<file path="src/rtl/lane_arb_pkg.sv">
// Shared types and helpers for the lane round-robin arbiter and its picker.
package lane_arb_pkg;

   typedef enum logic {
      ARB_IDLE,
      ARB_GRANT
   } arb_state_e;

   localparam int STATS_W = 16;

   // A lane index needs at least one bit even when only two lanes exist.
   function automatic int lane_idx_w(input int n);
      return (n > 2) ? $clog2(n) : 1;
   endfunction

endpackage

</file>
<file path="src/rtl/lane_rr_arb_if.sv">
// Request/downstream bundle between NUM_LANES upstream lanes, the arbiter and the shared channel.
interface lane_rr_arb_if #(
   parameter int NUM_LANES = 2,
   parameter int DATA_W    = 8
);
   import lane_arb_pkg::*;

   localparam int LANE_W = lane_idx_w(NUM_LANES);

   logic [NUM_LANES-1:0]             i_req_valid;
   logic [NUM_LANES-1:0][DATA_W-1:0] i_req_data;
   logic [NUM_LANES-1:0]             i_req_last;
   logic [NUM_LANES-1:0]             o_req_ready;
   logic                             o_out_valid;
   logic [DATA_W-1:0]                o_out_data;
   logic                             o_out_last;
   logic [LANE_W-1:0]                o_out_lane;
   logic                             i_out_ready;
   logic                             o_busy;

   modport master (
      output i_req_valid, i_req_data, i_req_last, i_out_ready,
      input  o_req_ready, o_out_valid, o_out_data, o_out_last, o_out_lane, o_busy
   );

   modport slave (
      input  i_req_valid, i_req_data, i_req_last, i_out_ready,
      output o_req_ready, o_out_valid, o_out_data, o_out_last, o_out_lane, o_busy
   );

endinterface

</file>
<file path="src/rtl/lane_rr_pick.sv">
// Combinational rotating-priority picker: first set request at or after ptr, wrapping.
module lane_rr_pick
   import lane_arb_pkg::*;
#(
   parameter int NUM_LANES = 2,
   parameter int IDX_W     = lane_idx_w(NUM_LANES)
) (
   input  logic [NUM_LANES-1:0] req,
   input  logic [IDX_W-1:0]     ptr,
   output logic                 found,
   output logic [IDX_W-1:0]     idx
);

   always_comb begin
      int slot;
      slot  = 0;
      found = 1'b0;
      idx   = '0;
      for (int i = 0; i < NUM_LANES; i++) begin
         slot = int'(ptr) + i;
         if (slot >= NUM_LANES) slot = slot - NUM_LANES;
         if (!found && req[slot]) begin
            found = 1'b1;
            idx   = IDX_W'(slot);
         end
      end
   end

endmodule

</file>
<file path="src/rtl/lane_rr_arb.sv">
// Packet-granular round-robin merge of NUM_LANES lanes onto one registered output stage.
// Optional per-lane beat counters are enabled with LANE_RR_ARB_STATS_EN.
module lane_rr_arb
   import lane_arb_pkg::*;
#(
   parameter int NUM_LANES = 2,
   parameter int DATA_W    = 8,
   parameter int MAX_BURST = 4
) (
   input  logic clk,
   input  logic rst_n,
   lane_rr_arb_if.slave bus
`ifdef LANE_RR_ARB_STATS_EN
   ,
   input  logic                              i_stats_clr,
   output logic [NUM_LANES-1:0][STATS_W-1:0] o_beat_cnt
`endif
);

   localparam int              LANE_W    = lane_idx_w(NUM_LANES);
   localparam logic [7:0]      BURST_END = 8'(MAX_BURST - 1);
   localparam logic [LANE_W-1:0] LAST_LANE = LANE_W'(NUM_LANES - 1);

   arb_state_e          state, state_nx;
   logic [LANE_W-1:0]   ptr, ptr_nx;
   logic [LANE_W-1:0]   gnt, gnt_nx;
   logic [7:0]          beat_cnt, beat_cnt_nx;

   logic                out_valid;
   logic [DATA_W-1:0]   out_data;
   logic                out_last;
   logic [LANE_W-1:0]   out_lane;

   logic                load;
   logic                xfer;
   logic                end_beat;
   logic                pick_found;
   logic [LANE_W-1:0]   pick_idx;
   logic [NUM_LANES-1:0] ready;

   lane_rr_pick #(
      .NUM_LANES (NUM_LANES),
      .IDX_W     (LANE_W)
   ) u_pick (
      .req   (bus.i_req_valid),
      .ptr   (ptr),
      .found (pick_found),
      .idx   (pick_idx)
   );

   // Ready depends only on the output register and downstream ready, never on lane valid.
   assign load     = !out_valid || bus.i_out_ready;
   assign xfer     = (state == ARB_GRANT) && load && bus.i_req_valid[gnt];
   assign end_beat = bus.i_req_last[gnt] || (beat_cnt == BURST_END);

   always_comb begin
      ready = '0;
      if (state == ARB_GRANT) ready[gnt] = load;
   end

   always_ff @(posedge clk or negedge rst_n) begin
      if (!rst_n) begin
         state    <= ARB_IDLE;
         ptr      <= '0;
         gnt      <= '0;
         beat_cnt <= '0;
      end else begin
         state    <= state_nx;
         ptr      <= ptr_nx;
         gnt      <= gnt_nx;
         beat_cnt <= beat_cnt_nx;
      end
   end

   always_comb begin
      state_nx    = state;
      ptr_nx      = ptr;
      gnt_nx      = gnt;
      beat_cnt_nx = beat_cnt;
      case (state)
         ARB_IDLE: begin
            if (pick_found) begin
               state_nx = ARB_GRANT;
               gnt_nx   = pick_idx;
            end
         end
         ARB_GRANT: begin
            if (xfer) begin
               if (end_beat) begin
                  state_nx    = ARB_IDLE;
                  ptr_nx      = (gnt == LAST_LANE) ? '0 : gnt + LANE_W'(1);
                  beat_cnt_nx = '0;
               end else begin
                  beat_cnt_nx = beat_cnt + 8'd1;
               end
            end
         end
         default: state_nx = ARB_IDLE;
      endcase
   end

   // The output stage drains on its own, so a released packet's last beat can linger during re-arbitration.
   always_ff @(posedge clk or negedge rst_n) begin
      if (!rst_n) begin
         out_valid <= 1'b0;
         out_data  <= '0;
         out_last  <= 1'b0;
         out_lane  <= '0;
      end else if (xfer) begin
         out_valid <= 1'b1;
         out_data  <= bus.i_req_data[gnt];
         out_last  <= end_beat;
         out_lane  <= gnt;
      end else if (load) begin
         out_valid <= 1'b0;
      end
   end

   assign bus.o_req_ready = ready;
   assign bus.o_out_valid = out_valid;
   assign bus.o_out_data  = out_data;
   assign bus.o_out_last  = out_last;
   assign bus.o_out_lane  = out_lane;
   assign bus.o_busy      = (state == ARB_GRANT);

`ifdef LANE_RR_ARB_STATS_EN
   always_ff @(posedge clk or negedge rst_n) begin
      if (!rst_n) begin
         o_beat_cnt <= '0;
      end else begin
         for (int l = 0; l < NUM_LANES; l++) begin
            if (i_stats_clr) begin
               o_beat_cnt[l] <= '0;
            end else if (xfer && (gnt == LANE_W'(l)) && (o_beat_cnt[l] != '1)) begin
               o_beat_cnt[l] <= o_beat_cnt[l] + 1'b1;
            end
         end
      end
   end
`endif

endmodule

</file>
<file path="src/flat_wrapper.sv">
// flat-port wrapper written by rule: the top's interface ports become plain ports
module lane_rr_arb_flat import lane_arb_pkg::*;
#(
   parameter int NUM_LANES = 2,
   parameter int DATA_W    = 8,
   parameter int MAX_BURST = 4
)
  (clk, rst_n, bus_i_req_valid, bus_i_req_data, bus_i_req_last, bus_i_out_ready, bus_o_req_ready, bus_o_out_valid, bus_o_out_data, bus_o_out_last, bus_o_out_lane, bus_o_busy);
  lane_rr_arb_if #(.NUM_LANES(NUM_LANES), .DATA_W(DATA_W)) bus_i ();
  input  logic clk;
  input  logic rst_n;
  input wire logic [$bits(bus_i.i_req_valid)-1:0] bus_i_req_valid;
  input wire logic [$bits(bus_i.i_req_data)-1:0] bus_i_req_data;
  input wire logic [$bits(bus_i.i_req_last)-1:0] bus_i_req_last;
  input wire logic [$bits(bus_i.i_out_ready)-1:0] bus_i_out_ready;
  output wire logic [$bits(bus_i.o_req_ready)-1:0] bus_o_req_ready;
  output wire logic [$bits(bus_i.o_out_valid)-1:0] bus_o_out_valid;
  output wire logic [$bits(bus_i.o_out_data)-1:0] bus_o_out_data;
  output wire logic [$bits(bus_i.o_out_last)-1:0] bus_o_out_last;
  output wire logic [$bits(bus_i.o_out_lane)-1:0] bus_o_out_lane;
  output wire logic [$bits(bus_i.o_busy)-1:0] bus_o_busy;
  assign bus_i.i_req_valid = bus_i_req_valid;
  assign bus_i.i_req_data = bus_i_req_data;
  assign bus_i.i_req_last = bus_i_req_last;
  assign bus_i.i_out_ready = bus_i_out_ready;
  assign bus_o_req_ready = bus_i.o_req_ready;
  assign bus_o_out_valid = bus_i.o_out_valid;
  assign bus_o_out_data = bus_i.o_out_data;
  assign bus_o_out_last = bus_i.o_out_last;
  assign bus_o_out_lane = bus_i.o_out_lane;
  assign bus_o_busy = bus_i.o_busy;
  lane_rr_arb #(.NUM_LANES(NUM_LANES), .DATA_W(DATA_W), .MAX_BURST(MAX_BURST)) u_core (.clk(clk), .rst_n(rst_n), .bus(bus_i));
endmodule
</file>
<file path="config.mk">
export PLATFORM = sky130hd
export DESIGN_NAME = lane_rr_arb_flat
export DESIGN_NICKNAME = d
export VERILOG_FILES = /design/src/rtl/lane_arb_pkg.sv /design/src/rtl/lane_rr_arb_if.sv /design/src/rtl/lane_rr_pick.sv /design/src/rtl/lane_rr_arb.sv /design/src/flat_wrapper.sv
export SDC_FILE = /design/constraint.sdc
export NUM_CORES = 1
export LEC_CHECK = 0
export CAP_MARGIN = 20
export CORE_ASPECT_RATIO = 1.2
export CORE_MARGIN = 2
export CORE_UTILIZATION = 46
export CTS_BUF_LIST = sky130_fd_sc_hd__clkbuf_8
export DETAILED_ROUTE_END_ITERATION = 6
export HOLD_SLACK_MARGIN = 0.08
export PLACE_DENSITY = 0.89
export SYNTH_ARGS = -nofsm -noshare
export SYNTH_HDL_FRONTEND = slang
export SYNTH_SLANG_ARGS = --single-unit
</file>
<file path="constraint.sdc">
create_clock -name clk -period 2.05 [get_ports clk]
set_input_delay 0.205 -clock clk [delete_from_list [all_inputs] [get_ports clk]]
set_output_delay 0.205 -clock clk [all_outputs]
set_load 0.05 [all_outputs]
</file>
==> impl_metrics.toml <==
[global_routing]
overflow = 0
grt_use_total_pct = 22.8
first_global_vias = 1069
grt_pass1_wl_microns = 4840
antenna_found_initial = 0
grt_max_degree = 23

[timing]
worst_slew_pin_slew_ps = 518
slew_headroom_pct = 65.3
min_period_ps = 1920
hold_violations = 0
slew_violations = 0
finClkSkew_ps = 3.88
finalCritPeriodShare_pct = 93.4
tns_ps = 0
finalSetupViolCount = 0
rsz0062_at_grt = "no"
maxClockFrequency_mhz = 522

[logic_synthesis]
synth_cell_types = 27
synth_area_leaders = "dfrtp_1 51%, mux2i_1 7.4%, o21ai_0 6.5%"
synth-seq-cells = 22
syn_inst = 110
yosys.area.top_type = "dfrtp_1"
yosysTopAreaCellShare_pct = 50.8
netlist_area_sq_um = 1080
yosysWarnings = 0
synth_nets = 134
synth_seq_area_share_pct = 50.8
syn_avg_cell_area_sq_um = 9.85

[place]
gp_congestion = 0.854
post-place-cells = 176
hpwlAfterDp_microns = 2020
port_buffers = 36

[power]
power_frac_seq_pct = 30.0
power_density_nw_per_um2 = 1600
combinationalPowerShare_pct = 57.5
internal_power_w = 0.00131
power_frac_clock_pct = 12.5
swShare_pct = 47.7
switching_power_w = 0.00119
ir_drop_v = 0.00118
p_leak_nw = 0.678

[floorplan]
die_h_microns = 57.2
row_count = 19
core_area_sq_um = 2260
die-area_sq_um = 2760
chipWidth_microns = 48.3
start_util_pct = 48.0
ios = 37

[cts]
cts_tree = "yes"
cts_buffers = 3
postCtsSetupBuffers = 0
clk_path_buf_depth = 2
cts.clk_slew.worst_paths_ps = 80
clock-sinks = 22
cts_resized = 0
cts-root-buf = "clkbuf_8"
insertion_delay_ps = 270
cts_max_level = 1
cts_hold_buf = 0

[critical_path]
start_kind = "register"
cp_max_fo = 11
crit_type = "register to output port"
cp_num_buf_inv = 1
cp_top_family = "buffers and inverters"
cpPeakStageDelay_ps = 880
worstPathArrival_ps = 1710
end_kind = "output port"
required_ps = 1850
crit_path_top_delay_cell = "clkdlybuf4s50_1"
crit_chain = "clkdlybuf4s50_1"

[route]
drtPass1Iterations = 4
drt_iter0_markers = 28
routedWlPerCell_microns = 15.4
postRouteAntennaNets = 0
via_per_inst = 5.65
via_count = 1017
drc = 0
wl_microns = 2760

[cells_and_area]
final_common_cell = "clkdlybuf4s50_1"
drive_gt1_share_pct = 10.7
final_cell_mix = "34 x clkdlybuf4s50_1, 22 x dfrtp_1, 15 x nand2_1, 14 x o21ai_0, 8 x mux2i_1"
fillCellCount = 155
finalNonFillerCells = 180
area_growth_pct = 44.2
diodes = 0
nNetsFinal = 174

[flow_run]
max-cap-violations = 0

[run_status]
outcome = "complete, no violations"

[worst_hold_path]
min-delay-path-class = "primary input to asynchronous set/reset pin"
-- state kept, by name, indices dropped and copies added, names as in the netlist --
register and flops:
u_core.bus.o_out_last 1, u_core.bus.o_out_data 8, u_core.gnt 1, u_core.bus.o_busy 1, u_core.beat_cnt 8, u_core.ptr 1
u_core.bus.o_out_valid 1, u_core.bus.o_out_lane 1
-- power groups by stage --
stage | combinational, W | sequential (W) | clock [W]
3_5_place_dp | 0.00143 | 0.000751 | 0
3_3_place_gp | 0.00140 | 0.000744 | 0
4_1_cts | 0.00144 | 0.000748 | 0.000313
6_report | 0.00144 | 0.000749 | 0.000313
2_1_floorplan | 0.000563 | 0.00109 | 0
5_1_grt | 0.00153 | 0.000773 | 0.000332
-- metal layers --
metal	vias to the layer above	part of all wire, %	wire, microns	global-route usage [%]
met5	-	0	0	0
met4	0	2.1	57	10.2
met3	10	8.0	221	5.50
met2	65	51	1420	39.9
met1	468	39	1070	26.9
li1	474	-	-	-
-- synth_stat cells, drive strengths merged --
cell	n
a21oi	7
a31oi	3
and3	2
buf	3
clkbuf	3
dfrtp	22
ha	1
inv	1
mux2	2
mux2i	8
nand2	15
nand2b	1
nand3	6
nand4	5
nor2	6
nor3	1
nor4	1
o21a	1
o21ai	14
o31ai	2
or3	4
or4	1
xor2	1
-- cells by family (layout without fill, tap and decap cells) --
| logic type | Yosys count | in the layout | synth area share (%) |
|---|---|---|---|
| compound gates | 27 | 27 | 13.9 |
| mux | 10 | 10 | 9.82 |
| simple gates | 42 | 42 | 20.2 |
| xor+xnor | 1 | 1 | 0.808 |
| flops | 22 | 22 | 50.8 |
| fa+ha+maj | 1 | 1 | 1.15 |
| buf+inv | 7 | 46 | 3.35 |
-- cell type report --
cell class,count,area [sq um],area share (%)
flip-flops and latches,22,551,35.2
repair buffers,41,418,26.7
well taps,31,38.8,2.48
inverters,1,3.75,0.240
multi-input cells,81,497,31.8
clock buffers,4,55.1,3.52
-- per-stage QoR --
stage | hold slack (ps) | instance area [sq um] | total power [W] | setup WS, ps | util (%)
2_1_floorplan | -90.6 | 1080 | 0.00166 | 249 | -
3_3_place_gp | 464 | 1510 | 0.00214 | 232 | 66.8
3_5_place_dp | 478 | 1510 | 0.00218 | 188 | 66.8
4_1_cts | 286 | 1560 | 0.00250 | 143 | 69.2
5_1_grt | 311 | 1560 | 0.00263 | 67.3 | 69.2
6_report | 279 | 1560 | 0.00250 | 135 | 69.2
-- path summary, 6_finish.rpt --
| check | start | end | slack (ps) | cells past startpoint |
|---|---|---|---|---|
| worst min-delay path | rst_n | u_core.bus.o_out_data[7]$_DFFE_PN0N_ | 280 | 2 |
| max in group asynchronous | rst_n | u_core.bus.o_out_data[2]$_DFFE_PN0N_ | 1550 | 2 |
| min in group clk | u_core.bus.o_out_data[5]$_DFFE_PN0N_ | u_core.bus.o_out_data[5]$_DFFE_PN0N_ | 490 | 2 |
| worst min register to register | u_core.bus.o_out_data[5]$_DFFE_PN0N_ | u_core.bus.o_out_data[5]$_DFFE_PN0N_ | 490 | 2 |
| worst max register to register | u_core.gnt$_DFFE_PN0P_ | u_core.beat_cnt[4]$_DFFE_PN0P_ | 350 | 5 |
| worst max-delay path | u_core.bus.o_busy$_DFF_PN0_ | bus_o_busy | 130 | 1 |
(Power assumes the default switching activity.)
